## src/rtl/cla_pkg.sv

```systemverilog
// Shared definitions for the sequential carry-lookahead add/sub unit.
// Holds the FSM state encoding and a counter-width helper.
package cla_pkg;

    typedef enum logic [1:0] {
        ST_IDLE = 2'd0,
        ST_RUN  = 2'd1,
        ST_DONE = 2'd2
    } state_t;

    // Ceiling log2, never below 1 so a single-chunk counter still has a bit.
    function automatic int clog2(input int n);
        int r;
        r = 1;
        for (int i = 1; i < 32; i++) begin
            if ((1 << i) < n) r = i + 1;
        end
        return r;
    endfunction

endpackage

```

## src/rtl/cla_slice.sv

```systemverilog
// Combinational CHUNK-bit carry-lookahead slice.
// Also exposes the carry into its MSB for signed-overflow detection.
module cla_slice #(
    parameter int CHUNK = 4
) (
    input  logic [CHUNK-1:0] a,
    input  logic [CHUNK-1:0] b,
    input  logic             ci,
    output logic [CHUNK-1:0] s,
    output logic             co,
    output logic             c_msb
);

    logic [CHUNK-1:0] p;
    logic [CHUNK-1:0] g;
    logic [CHUNK:0]   c;

    assign p = a ^ b;
    assign g = a & b;

    // Each carry is the flat sum of generate terms propagated up to bit i.
    always_comb begin
        logic t;
        c = '0;
        t = 1'b0;
        for (int i = 0; i <= CHUNK; i++) begin
            for (int j = -1; j < i; j++) begin
                t = (j < 0) ? ci : g[j];
                for (int k = j + 1; k < i; k++) begin
                    t = t & p[k];
                end
                c[i] = c[i] | t;
            end
        end
    end

    assign s     = p ^ c[CHUNK-1:0];
    assign co    = c[CHUNK];
    assign c_msb = c[CHUNK-1];

endmodule

```

## src/rtl/cla_seq_addsub_ov.sv

```systemverilog
// Multi-cycle add/subtract: one CHUNK-bit CLA slice reused per clock.
// Start/done handshake; carry-out and signed overflow on the last slice.
module cla_seq_addsub_ov
    import cla_pkg::*;
#(
    parameter int WIDTH = 64,
    parameter int CHUNK = 4
) (
    input  logic             clk,
    input  logic             reset,
    input  logic             i_start,
    input  logic             i_sub,
    input  logic [WIDTH-1:0] i_a,
    input  logic [WIDTH-1:0] i_b,
    output logic             o_busy,
    output logic             o_done,
    output logic [WIDTH-1:0] o_s,
    output logic             o_co,
    output logic             o_ov
);

    localparam int NCHUNK = WIDTH / CHUNK;
    localparam int CW     = clog2(NCHUNK);

    state_t           state_q;
    state_t           state_d;
    logic [CW-1:0]    cnt_q;
    logic [WIDTH-1:0] a_q;
    logic [WIDTH-1:0] b_q;
    logic             carry_q;
    logic [WIDTH-1:0] s_q;
    logic             co_q;
    logic             ov_q;

    logic             accept;
    logic             last;
    logic [CHUNK-1:0] a_sl;
    logic [CHUNK-1:0] b_sl;
    logic [CHUNK-1:0] sl_s;
    logic             sl_co;
    logic             sl_cmsb;

    assign last = (cnt_q == CW'(NCHUNK - 1));

    // Select the operand chunk addressed by the counter.
    always_comb begin
        a_sl = '0;
        b_sl = '0;
        for (int k = 0; k < NCHUNK; k++) begin
            if (cnt_q == CW'(k)) begin
                a_sl = a_q[k*CHUNK +: CHUNK];
                b_sl = b_q[k*CHUNK +: CHUNK];
            end
        end
    end

    cla_slice #(
        .CHUNK(CHUNK)
    ) u_slice (
        .a    (a_sl),
        .b    (b_sl),
        .ci   (carry_q),
        .s    (sl_s),
        .co   (sl_co),
        .c_msb(sl_cmsb)
    );

    // State register.
    always_ff @(posedge clk or posedge reset) begin
        if (reset) state_q <= ST_IDLE;
        else       state_q <= state_d;
    end

    // Next state, start acceptance and status outputs.
    always_comb begin
        state_d = state_q;
        accept  = 1'b0;
        o_busy  = 1'b0;
        o_done  = 1'b0;
        unique case (state_q)
            ST_IDLE: begin
                accept = i_start;
                if (i_start) state_d = ST_RUN;
            end
            ST_RUN: begin
                o_busy = 1'b1;
                if (last) state_d = ST_DONE;
            end
            ST_DONE: begin
                o_done  = 1'b1;
                accept  = i_start;
                state_d = i_start ? ST_RUN : ST_IDLE;
            end
            default: state_d = ST_IDLE;
        endcase
    end

    // Operand latch, per-slice accumulation and final flags.
    always_ff @(posedge clk or posedge reset) begin
        if (reset) begin
            a_q     <= '0;
            b_q     <= '0;
            carry_q <= 1'b0;
            cnt_q   <= '0;
            s_q     <= '0;
            co_q    <= 1'b0;
            ov_q    <= 1'b0;
        end else if (accept) begin
            a_q     <= i_a;
            b_q     <= i_b ^ {WIDTH{i_sub}};
            carry_q <= i_sub;
            cnt_q   <= '0;
            s_q     <= '0;
            co_q    <= 1'b0;
            ov_q    <= 1'b0;
        end else if (state_q == ST_RUN) begin
            for (int k = 0; k < NCHUNK; k++) begin
                if (cnt_q == CW'(k)) s_q[k*CHUNK +: CHUNK] <= sl_s;
            end
            carry_q <= sl_co;
            cnt_q   <= cnt_q + CW'(1);
            if (last) begin
                co_q <= sl_co;
                ov_q <= sl_cmsb ^ sl_co;
            end
        end
    end

    assign o_s  = s_q;
    assign o_co = co_q;
    assign o_ov = ov_q;

endmodule

```

## config.mk

```make
export PLATFORM = sky130hd
export DESIGN_NAME = cla_seq_addsub_ov
export DESIGN_NICKNAME = d
export VERILOG_FILES = /design/src/rtl/cla_pkg.sv /design/src/rtl/cla_slice.sv /design/src/rtl/cla_seq_addsub_ov.sv
export SDC_FILE = /design/constraint.sdc
export NUM_CORES = 1
export LEC_CHECK = 0
export BUFFER_PORTS_ARGS = -buffer_cell sky130_fd_sc_hd__buf_2
export CAP_MARGIN = 10
export CORE_ASPECT_RATIO = 0.9
export CORE_MARGIN = 2
export CORE_UTILIZATION = 57
export CTS_CLUSTER_DIAMETER = 40
export CTS_CLUSTER_SIZE = 14
export DETAILED_ROUTE_END_ITERATION = 7
export GPL_TIMING_DRIVEN = 1
export HOLD_SLACK_MARGIN = 0.05
export PLACE_DENSITY_LB_ADDON = 0.2
export SLEW_MARGIN = 10
export SYNTH_ARGS = -nofsm -noshare
export SYNTH_HDL_FRONTEND = slang
export SYNTH_SLANG_ARGS = --single-unit
```

## constraint.sdc

```tcl
create_clock -name clk -period 14.7 [get_ports clk]
set_input_delay 2.205 -clock clk [delete_from_list [all_inputs] [get_ports clk]]
set_output_delay 2.205 -clock clk [all_outputs]
set_load 0.01 [all_outputs]
```

Word-level counts from Yosys, hierarchy flattened:

Index checks and enable logic that the tools add are counted.

* word-level logic and storage cells: 172
* output and inout bits: 68
* input port bits: 132
* register bits after elaboration: 229

* equal/unequal tests: 19
* bitwise logic cells: 25
* mux-type cells: 67
* reductions and logical operators: 37
* add/sub/neg operators: 1

Operator list (number)
* equality test 32 x 4 -> 1 bit, second input constant: 8
* two-way mux 4 bit: 48
* equality test 32 x 3 -> 1 bit, second input constant: 4
* two-way mux 64 bit: 2
* equality test 32 x 2 -> 1 bit, second input constant: 2
* two-way mux 32 bit: 2
* bitwise XOR 64 bit: 1
* AND reduction 2 bit: 17
* nonzero test 2 bit: 17
* adder 32 x 1 -> 32 bit, second input constant: 1
* equality test 32 x 1 -> 1 bit, second input constant: 1
* zero test 32 bit: 1
* two-way mux 1 bit: 12
* bitwise AND 1 bit: 10
* bitwise OR 1 bit: 10
* bitwise XOR 4 bit: 2
* one-hot mux 2 bit (3 select lines): 1
* bitwise AND 4 bit: 1
* two-way mux 2 bit: 2
* inequality test 2 bit, second input constant: 2
* equality test 2 x 1 -> 1 bit, second input constant: 1
* equality test 2 bit, second input constant: 1
* zero test 2 bit: 1
* OR reduction 2 bit: 1
* bitwise XOR 1 bit: 1

Longest topological paths before layout:

* word-level depth: 30
* gate-level depth with buffers: 19
* gate-level depth less buffers: 16

Hierarchy:

Synthesis repeated with hierarchy kept, for this count alone.

* cell total of the unflattened synthesis: 1310
* area total of the unflattened synthesis: 11521.0 um2

Modules (own cells, without submodules)
* cla_seq_addsub_ov: sequential area each 5730.5 um2, cells an instance 1291, instances 1, area an instance 11359.6 um2
* cla_slice: sequential area each 0.0 um2, cells an instance 19, instances 1, area an instance 161.4 um2

Least setup slack after synthesis:

No wires, ideal clock.

* path type: flip-flop to flip-flop
* start point: reg cnt_q[5]
* end point: reg s_q[23] (netlist: o_s[23])
* path buffers: 3
* stages on the path, launching flop included: 17
* slack: 10851 ps
* arrival time: 3721 ps
* data required time: 14572 ps
* library setup time: 128 ps
* clock period less this slack: 3849 ps
* cells stage by stage: dfrtp_1 > or4_1 > or3_1 > buf_4 > buf_6 > a221oi_1 > o21ai_1 > a22oi_1 > ha_1 > ha_1 > o21ai_1 > nand2b_1 > a21oi_1 > xnor2_1 > and2_1 > clkbuf_1 > mux2_1

* word-level cells in the longest chain between the ends: 28
* elaborated cells between the ends (all ways): 65
* those cells by class: 15 x eq/ne; 35 x mux; 12 x bitwise; 3 x reduce/logical

Ends and longest elaborated chain
* from (decl): RTL line cla_seq_addsub_ov.sv:27 `logic [CW-1:0] cnt_q;`
* from (signal assigned): RTL line cla_seq_addsub_ov.sv:121 `cnt_q <= cnt_q + CW'(1);`
* zero test 32 bit: RTL line cla_seq_addsub_ov.sv:50 `if (cnt_q == CW'(k)) begin`
* two-way mux 4 bit (16 in series): RTL line cla_seq_addsub_ov.sv:50
* bitwise XOR 4 bit: RTL line cla_slice.sv:18 `assign p = a ^ b;`
* bitwise AND 1 bit (3 in series): RTL line cla_slice.sv:30 `t = t & p[k];`
* bitwise OR 1 bit (3 in series): RTL line cla_slice.sv:32 `c[i] = c[i] | t;`
* bitwise XOR 4 bit: RTL line cla_slice.sv:37 `assign s = p ^ c[CHUNK-1:0];`
* two-way mux 4 bit: RTL line cla_seq_addsub_ov.sv:118 `if (cnt_q == CW'(k)) s_q[k*CHUNK +: CHUNK] <= sl_s;`
* two-way mux 64 bit: RTL line cla_seq_addsub_ov.sv:116 `end else if (state_q == ST_RUN) begin`
* two-way mux 64 bit: RTL line cla_seq_addsub_ov.sv:108 `end else if (accept) begin`
* to (signal, indexed assignment): RTL line cla_seq_addsub_ov.sv:118
* to (decl): RTL line cla_seq_addsub_ov.sv:31 `logic [WIDTH-1:0] s_q;`

Parallel ways exist; a longest one is shown, timed or not. The select of a mux whose other input is x is not followed.
A chain may end at the register's enable or synchronous reset.

Worst setup path in the final report:

* start point: reg cnt_q[0]
* end point: reg s_q[23] (netlist: o_s[23])

Same word-level chain as after synthesis.

==> qor.csv <==
metric,value,unit
cp.depth,16,
worst_setup_path_end_kind,flip-flop,
yosys_register_bits,229,
reg2reg_from,cnt_q[0],
dpl_cell_area,0.01229,mm2
synth_nets,1358,
switching_share,0.2347,
clock-sinks,229,
yosysWarningCount,0,
yosysTopAreaCell,dfrtp_1,
first_iter_violations,991,
worstMarginPinSlew,996.8,ps
place_congestion,0.9273,
grt_max_degree,129,
fin_hold_ws,483.1,ps
dieArea,0.02082,mm2
crit_fanout,25,
insertion_delay,540,ps
fin_area,0.01325,mm2
power.net_switching,0.0003433,W
path_class,reg -> reg,
grt_pass1_vias,8926,
critPathLaunch,cnt_q[0],
cpPeakStageDelay,820,ps
syn-cell-area,0.01122,mm2
synth-seq-area-share,0.5108,
grt_antenna_before_repair,0,
post_cts_buffers,0,
power,0.001463,W
ys_top_cells_by_count,"nand2_1, dfrtp_1, o21ai_0",
finalCritPeriodShare,0.3472,
clockBufferDepth,3,
hp-start,o_s[22],
cp.required,15110,ps
period_needed,5104,ps
hold_path_depth,1,
combPwrFrac,0.058,
skew,21.17,ps
rsz0062_at_grt,no,
p_int,0.001119,W
portBuffers,199,
hold_path_class,reg -> reg,
wl_per_cell,18.02,um
fp-row-count,48,
area_growth,18.08,%
fin_setup_tns,0,ps
relSlewSlack,0.3355,
critical-path-top-delay-family,compound AO/OA/AOI/OAI gates,
start_util,0.5837,
dr.pass1.iters,5,
drtAntennaViolNets,0,
async_flop_share,1.000,
power_density,110.4,mW/mm2
grt_use_total,0.2830,
p_leak,6.536,nW
viasPerCell,5.785,
overflow,0,
path_clk_slew,70,ps
grt_pass1_wl,47480,um
hold_viol,0,
cts-resized-gates,0,
status,"finished, final reports clean",
cts_hold_buf,0,
htree_levels,1,
routed_wl,29510,um
cts_inserted_buffers,27,
netlist_instances,1216,
ys.flop_type,dfrtp_1,
antenna_cells,0,
core_region_area,0.01922,mm2
arrival,5510,ps
final_max_slew_viol_count,0,
synth_top_area_frac,0.5108,
drc,0,
clockPowerShare,0.479,
synth.area.top_cells,"dfrtp_1, nand2_1, xnor2_1",
path_cells,"inv_1, ha_1, nor2b_1, a221oi_1, o211ai_1, a21oi_1, o211ai_1, a32o_1, ha_1, ha_1, o21ai_1, nand2b_1, a21oi_1, xnor2_1, and2_1, mux2_1",
die_h,137.1,um
cap_violations,0,
crit_top_cell,ha_1,
nNetsFinal,1512,
critPathBufInv,1,
cts_root_buf,clkbuf_16,
vdd_ir_drop_max,0.06989,mV
vias,9476,
yosysUniqueCellTypes,63,
power_frac_seq,0.463,
die_x,151.9,um
synth_edf_count,0,
drive_gt1_frac,0.2061,
fin_util,0.6893,
avgSynthCellArea,9.226,um2
timing.fmax,195.9,MHz
slowest_stage,ha_1,
cts_tree,built,
ios,200,
yosys.cell_count.top_type,nand2_1,
post-dp-hpwl,20600,um
setup_viol,0,
r2r_cells,16,
regToRegSetupSlack,9600,ps
critPathLaunchType,flip-flop,
## cell usage in the layout (no fill, tap or decap), types with 11 or more instances in the layout
cell | Yosys | routed
dfrtp_1 | 229 | 229
nand3_1 | 39 | 39
o21ai_1 | 21 | 21
and3_1 | 11 | 11
nand4_1 | 13 | 13
mux2_2 | 11 | 11
buf_2 | 3 | 198
mux2_1 | 22 | 22
xnor2_1 | 65 | 65
a21oi_1 | 31 | 31
nor2_1 | 43 | 43
o22ai_1 | 14 | 14
inv_1 | 13 | 12
nand2_1 | 332 | 332
a221oi_1 | 14 | 14
clkbuf_16 | 0 | 27
o21ai_0 | 105 | 105
mux2i_1 | 21 | 21
o211ai_1 | 12 | 12
## worst reg2reg max path, cell delays in order (launching register included)
cell and delay, ps:
dfrtp_1 440, inv_1 110, ha_1 820, nor2b_1 820
a221oi_1 180, o211ai_1 240, a21oi_1 100, o211ai_1 170
a32o_1 280, ha_1 270, ha_1 180, o21ai_1 120
nand2b_1 90, a21oi_1 320, xnor2_1 180, and2_1 310
mux2_1 350
## kinds of logic after synthesis
group,after synthesis,share of synthesized area
AO/OA/AOI/OAI,254,0.1372
XOR/XNOR,75,0.05855
adder cells (fa/ha/maj),10,0.01182
buffers and inverters,99,0.03446
flip-flops,229,0.5108
multiplexers,57,0.05588
AND/OR/NAND/NOR,492,0.1913
## layer usage
layer	track usage	wire (um)	vias to the layer above
li1	-	-	4489
met1	0.3995	12760	4487
met2	0.4454	13670	434
met3	0.05763	2332	66
met4	0.09138	754	0
met5	0	0	-
## area by class of cell
cell class	count	area, um2
Clock buffer	30	706.9
Clock inverter	17	246.5
Fill cell	1539	5972
Inverter	16	67.56
Multi-Input combinational cell	888	5116
Sequential cell	229	5731
Tap cell	250	312.8
Timing Repair Buffer	208	1066
## path summary, 6_finish.rpt
| path | endpoint |
|---|---|
| min in group asynchronous | o_s[37] |
| min | o_s[22] |
| min reg2reg | o_s[22] |
| max | o_s[23] |
| max in group asynchronous | a_q[51] |
| max reg2reg | o_s[23] |
## power groups by stage
stage | Combinational, W | Clock [W] | Sequential (W)
after global routing | 0.0000961 | 0.000734 | 0.000679
after global placement | 0.0000831 | 0 | 0.000688
after detailed placement | 0.0000853 | 0 | 0.000688
after floorplan | 0.0000516 | 0 | 0.000679
final | 0.0000846 | 0.000701 | 0.000677
after CTS | 0.0000860 | 0.000707 | 0.000677
## per-stage QoR
step / setup slack (ps) / std cells
global route: 9336 / 1638
finish: 9596 / 1638
global placement: 9960 / 1591
detailed placement: 9776 / 1591
CTS: 9717 / 1638
floorplan: 6219 / 1216
## flip-flops by register name (all words and copies together), names as in the netlist
register	flops
a_q	64
b_q	64
carry_q	1
cnt_q	32
o_co	1
o_ov	1
o_s	64
state_q	2
Power figures use the tool's default switching activity.
